### src/rtl/uart_pkg.sv
// Shared types and helpers for the FIFO-fed UART transmitter.
package uart_pkg;

  // Frame sequencer states.
  typedef enum logic [2:0] {
    IDLE   = 3'd0,
    START  = 3'd1,
    DATAIN = 3'd2,
    PARITY = 3'd3,
    STOP   = 3'd4
  } uart_state_t;

  // Widest data word the transmitter supports.
  localparam int MAX_DATA_W = 9;

  // Parity over a zero-extended word; zero padding does not change the XOR.
  function automatic logic calc_parity(input logic [MAX_DATA_W-1:0] data, input logic odd);
    return (^data) ^ odd;
  endfunction

endpackage

### src/rtl/sync_fifo.sv
// Single-clock FIFO with show-ahead read data and an occupancy count.
module sync_fifo #(
  parameter int WIDTH = 8,
  parameter int DEPTH = 4
) (
  input  logic                     clk,
  input  logic                     nRst,
  input  logic                     wr_en,
  input  logic [WIDTH-1:0]         wr_data,
  input  logic                     rd_en,
  output logic [WIDTH-1:0]         rd_data,
  output logic                     full,
  output logic                     empty,
  output logic [$clog2(DEPTH):0]   count
);

  localparam int AW = $clog2(DEPTH);
  localparam int CW = AW + 1;

  logic [WIDTH-1:0] mem [DEPTH];
  logic [AW-1:0]    wr_ptr;
  logic [AW-1:0]    rd_ptr;
  logic             do_wr;
  logic             do_rd;

  assign full    = (count == CW'(DEPTH));
  assign empty   = (count == '0);
  assign do_wr   = wr_en && !full;
  assign do_rd   = rd_en && !empty;
  assign rd_data = mem[rd_ptr];

  // Storage array; contents need no reset since the count guards every read.
  always_ff @(posedge clk) begin
    if (do_wr) mem[wr_ptr] <= wr_data;
  end

  // Pointers wrap naturally because DEPTH is a power of two; count tracks occupancy.
  always_ff @(posedge clk or negedge nRst) begin
    if (!nRst) begin
      wr_ptr <= '0;
      rd_ptr <= '0;
      count  <= '0;
    end else begin
      if (do_wr) wr_ptr <= wr_ptr + AW'(1);
      if (do_rd) rd_ptr <= rd_ptr + AW'(1);
      case ({do_wr, do_rd})
        2'b10:   count <= count + CW'(1);
        2'b01:   count <= count - CW'(1);
        default: count <= count;
      endcase
    end
  end

endmodule

### src/rtl/uart_tx_fifo.sv
// UART transmitter fed by a small FIFO: LSB-first data, optional parity,
// one or two stop bits, consecutive queued words sent with no idle gap.
module uart_tx_fifo
  import uart_pkg::*;
#(
  parameter int CLKS_PER_BIT = 4,
  parameter int DATA_W       = 8,
  parameter int PARITY_EN    = 1,
  parameter int PARITY_ODD   = 0,
  parameter int STOP_BITS    = 1,
  parameter int FIFO_DEPTH   = 4
) (
  input  logic              clk,
  input  logic              nRst,
  input  logic              tx_ctrl,
  input  logic [DATA_W-1:0] tx_byte,
  output logic              transmit_ready,
  output logic              tx_serial,
  output logic              tx_busy,
  output logic              overflow
);

  localparam int BW  = $clog2(CLKS_PER_BIT);
  localparam int CW  = $clog2(DATA_W + 1);
  localparam int FCW = $clog2(FIFO_DEPTH) + 1;

  uart_state_t       state;
  logic [BW-1:0]     baud_cnt;
  logic [CW-1:0]     bit_cnt;
  logic [DATA_W-1:0] shift_reg;
  logic              parity_bit;

  logic              fifo_full;
  logic              fifo_empty;
  logic [FCW-1:0]    fifo_count;
  logic [DATA_W-1:0] fifo_data;
  logic              wr_en;
  logic              rd_en;
  logic              baud_end;
  logic              last_data;
  logic              last_stop;
  logic              next_parity;

  // Handshake: a word is taken on any cycle where tx_ctrl && transmit_ready;
  // transmit_ready depends only on the registered count, never on a same-cycle pop.
  assign transmit_ready = !fifo_full;
  assign wr_en          = tx_ctrl && transmit_ready;
  assign baud_end       = (baud_cnt == BW'(CLKS_PER_BIT - 1));
  assign last_data      = (bit_cnt == CW'(DATA_W - 1));
  assign last_stop      = (bit_cnt == CW'(STOP_BITS - 1));
  assign rd_en          = !fifo_empty &&
                          ((state == IDLE) || ((state == STOP) && baud_end && last_stop));
  assign next_parity    = calc_parity(MAX_DATA_W'(fifo_data), PARITY_ODD != 0);
  assign tx_busy        = (state != IDLE) || (fifo_count != '0);

  sync_fifo #(
    .WIDTH (DATA_W),
    .DEPTH (FIFO_DEPTH)
  ) u_fifo (
    .clk     (clk),
    .nRst    (nRst),
    .wr_en   (wr_en),
    .wr_data (tx_byte),
    .rd_en   (rd_en),
    .rd_data (fifo_data),
    .full    (fifo_full),
    .empty   (fifo_empty),
    .count   (fifo_count)
  );

  // Frame sequencer: bit timing, data shifting and word loading.
  always_ff @(posedge clk or negedge nRst) begin
    if (!nRst) begin
      state      <= IDLE;
      baud_cnt   <= '0;
      bit_cnt    <= '0;
      shift_reg  <= '0;
      parity_bit <= 1'b0;
    end else begin
      case (state)
        IDLE: begin
          baud_cnt <= '0;
          bit_cnt  <= '0;
          if (rd_en) begin
            shift_reg  <= fifo_data;
            parity_bit <= next_parity;
            state      <= START;
          end
        end
        START: begin
          if (baud_end) begin
            baud_cnt <= '0;
            bit_cnt  <= '0;
            state    <= DATAIN;
          end else begin
            baud_cnt <= baud_cnt + BW'(1);
          end
        end
        DATAIN: begin
          if (baud_end) begin
            baud_cnt  <= '0;
            shift_reg <= shift_reg >> 1;
            if (last_data) begin
              bit_cnt <= '0;
              state   <= (PARITY_EN != 0) ? PARITY : STOP;
            end else begin
              bit_cnt <= bit_cnt + CW'(1);
            end
          end else begin
            baud_cnt <= baud_cnt + BW'(1);
          end
        end
        PARITY: begin
          if (baud_end) begin
            baud_cnt <= '0;
            bit_cnt  <= '0;
            state    <= STOP;
          end else begin
            baud_cnt <= baud_cnt + BW'(1);
          end
        end
        STOP: begin
          if (baud_end) begin
            baud_cnt <= '0;
            if (last_stop) begin
              bit_cnt <= '0;
              if (rd_en) begin
                shift_reg  <= fifo_data;
                parity_bit <= next_parity;
                state      <= START;
              end else begin
                state <= IDLE;
              end
            end else begin
              bit_cnt <= bit_cnt + CW'(1);
            end
          end else begin
            baud_cnt <= baud_cnt + BW'(1);
          end
        end
        default: state <= IDLE;
      endcase
    end
  end

  // Registered line driver: one cycle behind the sequencer, so a word loaded
  // at edge N+1 puts its start bit on the line at edge N+2; idle level is high.
  always_ff @(posedge clk or negedge nRst) begin
    if (!nRst) begin
      tx_serial <= 1'b1;
    end else begin
      case (state)
        START:   tx_serial <= 1'b0;
        DATAIN:  tx_serial <= shift_reg[0];
        PARITY:  tx_serial <= parity_bit;
        default: tx_serial <= 1'b1;
      endcase
    end
  end

  // Dropped-write indicator, one cycle wide per rejected strobe.
  always_ff @(posedge clk or negedge nRst) begin
    if (!nRst) overflow <= 1'b0;
    else       overflow <= tx_ctrl && !transmit_ready;
  end

endmodule
### config.mk
export PLATFORM = sky130hd
export DESIGN_NAME = uart_tx_fifo
export DESIGN_NICKNAME = d
export VERILOG_FILES = /design/src/rtl/uart_pkg.sv /design/src/rtl/sync_fifo.sv /design/src/rtl/uart_tx_fifo.sv
export SDC_FILE = /design/constraint.sdc
export NUM_CORES = 1
export LEC_CHECK = 0
export CAP_MARGIN = 20
export CORE_ASPECT_RATIO = 0.9
export CORE_MARGIN = 5
export CORE_UTILIZATION = 55
export CTS_BUF_LIST = sky130_fd_sc_hd__clkbuf_16
export DETAILED_ROUTE_END_ITERATION = 6
export DONT_BUFFER_PORTS = 1
export PLACE_DENSITY_LB_ADDON = 0.3
export SLEW_MARGIN = 20
export SYNTH_ARGS = -nofsm -noshare
export SYNTH_HDL_FRONTEND = slang
export SYNTH_SLANG_ARGS = --single-unit
### constraint.sdc
create_clock -name clk -period 3.2 [get_ports clk]
set_input_delay 0.64 -clock clk [delete_from_list [all_inputs] [get_ports clk]]
set_output_delay 0.64 -clock clk [all_outputs]
set_load 0.01 [all_outputs]
==> results of run 1 <==
critical path, delay by kind of cell (launching register included):
kind,cells,cell delay (ps)
xor+xnor,2,340
flops,1,380
simple gates,4,770
fa+ha+maj,3,980
buf+inv,1,60
cell families (layout without fill, tap and decap cells):
family          after synthesis  after routing  share of synthesized area
flops                        59             59                      0.599
xor+xnor                     13             13                     0.0416
fa+ha+maj                    10             10                     0.0476
simple gates                 46             46                     0.0901
mux                          19             19                      0.107
buf+inv                      21             31                     0.0370
compound gates               33             33                     0.0782
placed cells by master (no fill, tap or decap), types with 3 or more instances in the layout:
master and count:
mux4_2 8, nor2_1 8, nand2_1 12, edfxtp_1 32, and3_1 5, a21oi_1 5
clkbuf_16 9, ha_1 8, xor2_1 3, inv_1 11, dlygate4sd3_1 3, nor3_1 4
o21ai_0 18, dfrtp_1 26, mux2i_1 9, xnor2_1 10, nand3_1 4
how the worst min path moves through the flow:
stage | endpoint | cells past startpoint
after floorplan | baud_cnt[0] | 0
after detailed placement | bit_cnt[0] | 0
after CTS | shift_reg[7] | 0
after global placement | bit_cnt[0] | 0
final | tx_serial | 0
after global routing | tx_serial | 0
cell type report:
class / count / share of cell area
Clock buffer: 9 / 0.0727
Sequential cell: 59 / 0.529
Tap cell: 65 / 0.0263
Inverter: 11 / 0.0133
Clock inverter: 7 / 0.0246
Timing Repair Buffer: 4 / 0.0121
Multi-Input combinational cell: 121 / 0.322
metrics by stage:
step / setup slack (ps) / util / hold WS (ps)
2_1_floorplan: 820 / - / 344
3_3_place_gp: 712 / 0.572 / 345
3_5_place_dp: 596 / 0.572 / 345
4_1_cts: 561 / 0.638 / 0.374
5_1_grt: 393 / 0.641 / 140
6_report: 582 / 0.641 / 159
power by group through the flow:
stage | registers [W] | logic (W) | clock network [W]
after global routing | 0.00130 | 0.00135 | 0.00100
after detailed placement | 0.00127 | 0.00120 | 0
after CTS | 0.00126 | 0.00123 | 0.000969
after floorplan | 0.00115 | 0.00110 | 0
final | 0.00126 | 0.00121 | 0.000949
after global placement | 0.00126 | 0.00115 | 0
routing by layer:
layer	GRT usage	wire, um	share of wire
met1	0.188	2000	0.43
met2	0.251	2310	0.50
met3	0.0729	263	0.057
met4	0.0585	80	0.017
met5	0	0	0
==> flow_summary.ini, run 1 <==
[die]
fp.dieH_um = 76.9
start_util = 0.566
core-area_um2 = 4830
pin_count = 15
die_x_um = 84.4
fp-row-count = 24
dieArea_um2 = 6490

[clock_tree]
cts_max_level = 3
clkTransAtPathRegs_ps = 50
hold_buffers = 2
clk_latency_ps = 320
clockRootBuffer = clkbuf_16
post_cts_resized = 0
cts.sinks = 59
post_cts_buffers = 0
clockBufferDepth = 2
numCtsBuffers = 9
cts_tree = done

[setup_path]
critPathCapture = u_fifo.count[2]
cp_max_fo = 10
cp-end-kind = flop
critical_path_arrival_ps = 2860
worst_setup_path_start_kind = flop
critPathMaxStageDelay_ps = 380
r2r-end = u_fifo.count[2]
slowest_stage = dfrtp_1
path_cells = ha_1 > and4bb_2 > nor2_1 > nor3_2 > ha_1 > inv_1 > fa_1 > xor2_1 > nor2_1 > xor2_1
r2r-start = baud_cnt[0]
cp-startpoint = baud_cnt[0]
path_class = reg2reg
rrSetupSlack_ps = 580
worst_r2r_path_depth = 10
crit_required_ps = 3440

[logic_synthesis]
synth_cell_types = 45
avgSynthCellArea_um2 = 13.6
synth_edf_count = 32
synthTopCellsByArea = edfxtp_1 (35%), dfrtp_1 (24%), mux4_2 (6.6%)
yosysSeqAreaShare = 0.599
netlist_instances = 201
synthTopCellsByCount = edfxtp_1 (32), dfrtp_1 (26), o21ai_0 (18)
async_flop_share = 0.458
synthesis.area_um2 = 2740
synth_top_cell_area_share = 0.351
synthFlopType = edfxtp_1
synth_seq_cells = 59
yosys.area.top_type = edfxtp_1
syn-num-nets = 221
synth_warnings = 0
yosysMostFrequentCell = edfxtp_1

[placed_design]
dpl.hpwl_mm = 3.06
gp_congestion = 0.837
placed_cells = 257
io_buffers = 0
placed_area_um2 = 2770

[timing]
clock_skew_ps = 2.85
finalSetupTns_ps = 0
finalCritPeriodShare = 0.818
min_period_ps = 2620
slew_viol_final = 0
max_slew.worst_pin.slew_ps = 810
setup_violations = 0
slew_headroom = 0.458
timing_hold_violations_final = 0
timing.fmax_mhz = 382
rsz0062_at_grt = false

[pwr]
irDropWorstVdd_mv = 0.732
clkPwrFrac = 0.277
intPower_w = 0.00224
seqPwrFrac = 0.368
power.density_nw_per_um2 = 1110
p_sw_frac = 0.345
p_leak_nw = 1.20
combinationalPowerShare = 0.355
fin_total_pwr_w = 0.00343
p_switching_w = 0.00118

[global_route]
grt_usage = 0.158
grt_max_degree = 18
grt_pass1_wl_mm = 7.80
gr-total-overflow = 0
antenna_found_initial = 0
grt_pass1_vias = 1594

[finish]
final_area_um2 = 3100
fin_cells = 276
final_nets = 226
seqCellArea_um2 = 1640
fillers = 348
area_growth_pct = 13.2
multiInputGateArea_um2 = 997
largest_reg_flops = 32
drive_gt1_frac = 0.161
antennaDiodeCount = 0

[route]
viasPerCell = 5.73
routed_wl_mm = 4.65
remaining_drc_errors = 0
detail_route.wl_per_cell_um = 16.8
vias = 1582
drtPass1Iterations = 4
antenna_left = 0
drt_iter0_drc = 75

[status]
status = finished, final reports clean

[worst_hold_path]
holdCritPathClass = in2async

[job]
cap_violations = 0
(Power assumes the default switching activity.)
==> run 2, diff against run 1 <==
Settings changed: ABC_AREA set to 1.
Clock period 3.2 ns to 2.6 ns, I/O delays scaled along.
==> run 2 against run 1 <==
Against the previous run:
- power grew 32%
- final area grew 8.1%
- fmax is 26% higher
- global-route usage rose by 2.2 points
- critical path depth is 3 higher
- worst hold slack got worse by 150 ps
- worst setup slack worse by 61 ps
- register-to-register slack lost 60 ps
- non-clock buffer count increased by 3
- combinational power increased by 57%
==> flow_summary.ini, run 2 <==
[global_route]
grt_pass1_vias = 2072
gr-total-overflow = 0
grt_pass1_wl_mm = 9.37
grt_usage = 0.180
grt_max_degree = 27
antenna_found_initial = 0

[setup_path]
critical_path_arrival_ps = 2330
critPathMaxStageDelay_ps = 420
worst_r2r_path_depth = 13
r2r-end = u_fifo.count[2]
cp-end-kind = flop
crit_top_cell = inv_1
slowest_stage = dfrtp_1
critPathCapture = u_fifo.count[2]
path_class = reg2reg
cp-startpoint = bit_cnt[0]
cp_top_family = adder cells
r2r-start = bit_cnt[0]
path_cells = inv_1 > ha_1 > nand3_1 > nand2_1 > nand3_4 > inv_1 > ha_1 > inv_1 > fa_1 > nor2_1 > nor2_1 > nand2_1 > xnor2_1
crit_buf_inv = 3
crit_required_ps = 2850
rrSetupSlack_ps = 520
cp_max_fo = 5
path_depth = 13
worst_setup_path_start_kind = flop

[timing]
rsz0062_at_grt = false
finalSetupTns_ps = 0
timing_hold_violations_final = 0
clock_skew_ps = 5.18
slew_headroom = 0.685
slew_viol_final = 0
timing.fmax_mhz = 481
setup_violations = 0
min_period_ps = 2080
max_slew.worst_pin.slew_ps = 473
finalCritPeriodShare = 0.800

[logic_synthesis]
avgSynthCellArea_um2 = 8.86
synthTopCellsByArea = edfxtp_1 (32%), dfrtp_1 (22%), nand2_1 (17%)
netlist_instances = 334
synthTopCellsByCount = nand2_1 (131), edfxtp_1 (32), inv_1 (31)
synthesis.area_um2 = 2960
synth_cell_types = 33
yosysMostFrequentCell = nand2_1
synth_top_cell_area_share = 0.325
synthFlopType = edfxtp_1
synth_seq_cells = 59
async_flop_share = 0.458
yosys.area.top_type = edfxtp_1
synth_edf_count = 32
syn-num-nets = 354
yosysSeqAreaShare = 0.553
synth_warnings = 0

[finish]
final_nets = 363
drive_gt1_frac = 0.112
final_common_cell = nand2_1
multiInputGateArea_um2 = 1120
antennaDiodeCount = 0
final_util = 0.641
area_growth_pct = 13.2
final_cell_mix = nand2_1 (131), edfxtp_1 (32), inv_1 (31)
fillers = 403
seqCellArea_um2 = 1640
largest_reg_flops = 32

[pwr]
irDropWorstVdd_mv = 0.710
power.density_nw_per_um2 = 1350
p_leak_nw = 1.56

[route]
drt_iter0_drc = 125
detail_route.wl_per_cell_um = 13.6
viasPerCell = 5.21
antenna_left = 0
vias = 2164
remaining_drc_errors = 0
routed_wl_mm = 5.63
drtPass1Iterations = 4

[clock_tree]
clockRootBuffer = clkbuf_16
cts_max_level = 3
post_cts_resized = 0
clkTransAtPathRegs_ps = 60
hold_buffers = 1
cts_tree = done
post_cts_buffers = 0
cts.sinks = 59
numCtsBuffers = 9
clockBufferDepth = 2
clk_latency_ps = 330

[die]
fp-row-count = 25
die_x_um = 87.3
pin_count = 15
dieArea_um2 = 6950
start_util = 0.566
core-area_um2 = 5220
fp.dieH_um = 79.6

[worst_hold_path]
holdCritPathClass = in2async

[placed_design]
gp_congestion = 0.811
io_buffers = 0
dpl.hpwl_mm = 3.77

[job]
cap_violations = 0

[status]
status = finished, final reports clean
run 2: logic make-up (layout without fill, tap and decap cells):
kind of cell,after synthesis,after routing,synth area share
flip-flops,59,59,0.553
buffers and inverters,45,59,0.0681
adder cells (fa/ha/maj),9,9,0.0406
multiplexers,1,1,0.00338
AO/OA/AOI/OAI,26,26,0.0499
AND/OR/NAND/NOR,188,188,0.267
XOR/XNOR,6,6,0.0178
run 2: layout make-up:
| cell class | count | share of cell area |
|---|---|---|
| sequential | 59 | 0.489 |
| multi-input combinational | 230 | 0.334 |
| clock buffer | 9 | 0.0673 |
| inverter | 36 | 0.0419 |
| tap | 67 | 0.0250 |
| clock inverter | 7 | 0.0228 |
| timing repair buffer | 7 | 0.0194 |
run 2: power by group:
part	switching [W]	internal, W	leakage [nW]
Sequential	0.000160	0.00130	0.622
Combinational	0.00127	0.000630	0.799
Clock	0.000426	0.000746	0.142
Total	0.00186	0.00268	1.56
run 2: per-layer routing:
layer	GRT usage	up-vias	wire [um]	share of wire
li1	-	1100	-	-
met1	0.220	998	2510	0.45
met2	0.291	60	2710	0.48
met3	0.0671	6	347	0.062
met4	0.0629	0	68	0.012
met5	0	-	0	0
run 2: worst min-delay path by stage:
stage               start      endpoint  slack (ps)  depth (start not counted)
floorplan            nRst   baud_cnt[0]         220                          0
global placement     nRst  shift_reg[5]         230                          0
detailed placement   nRst  shift_reg[5]         230                          0
CTS                  nRst    parity_bit          10                          1
global route         nRst    parity_bit          10                          1
finish               nRst  shift_reg[7]          10                          1
run 2: through the flow:
step | worst slack, ps | cell area (um2) | power [W] | std cells | hold slack [ps]
6_report | 521 | 3350 | 0.00453 | 415 | 11.7
3_3_place_gp | 609 | 3030 | 0.00328 | 398 | 225
2_1_floorplan | 709 | 2960 | 0.00300 | 334 | 224
3_5_place_dp | 542 | 3030 | 0.00336 | 398 | 225
5_1_grt | 359 | 3350 | 0.00492 | 415 | 13.3
4_1_cts | 518 | 3350 | 0.00456 | 415 | 10.6
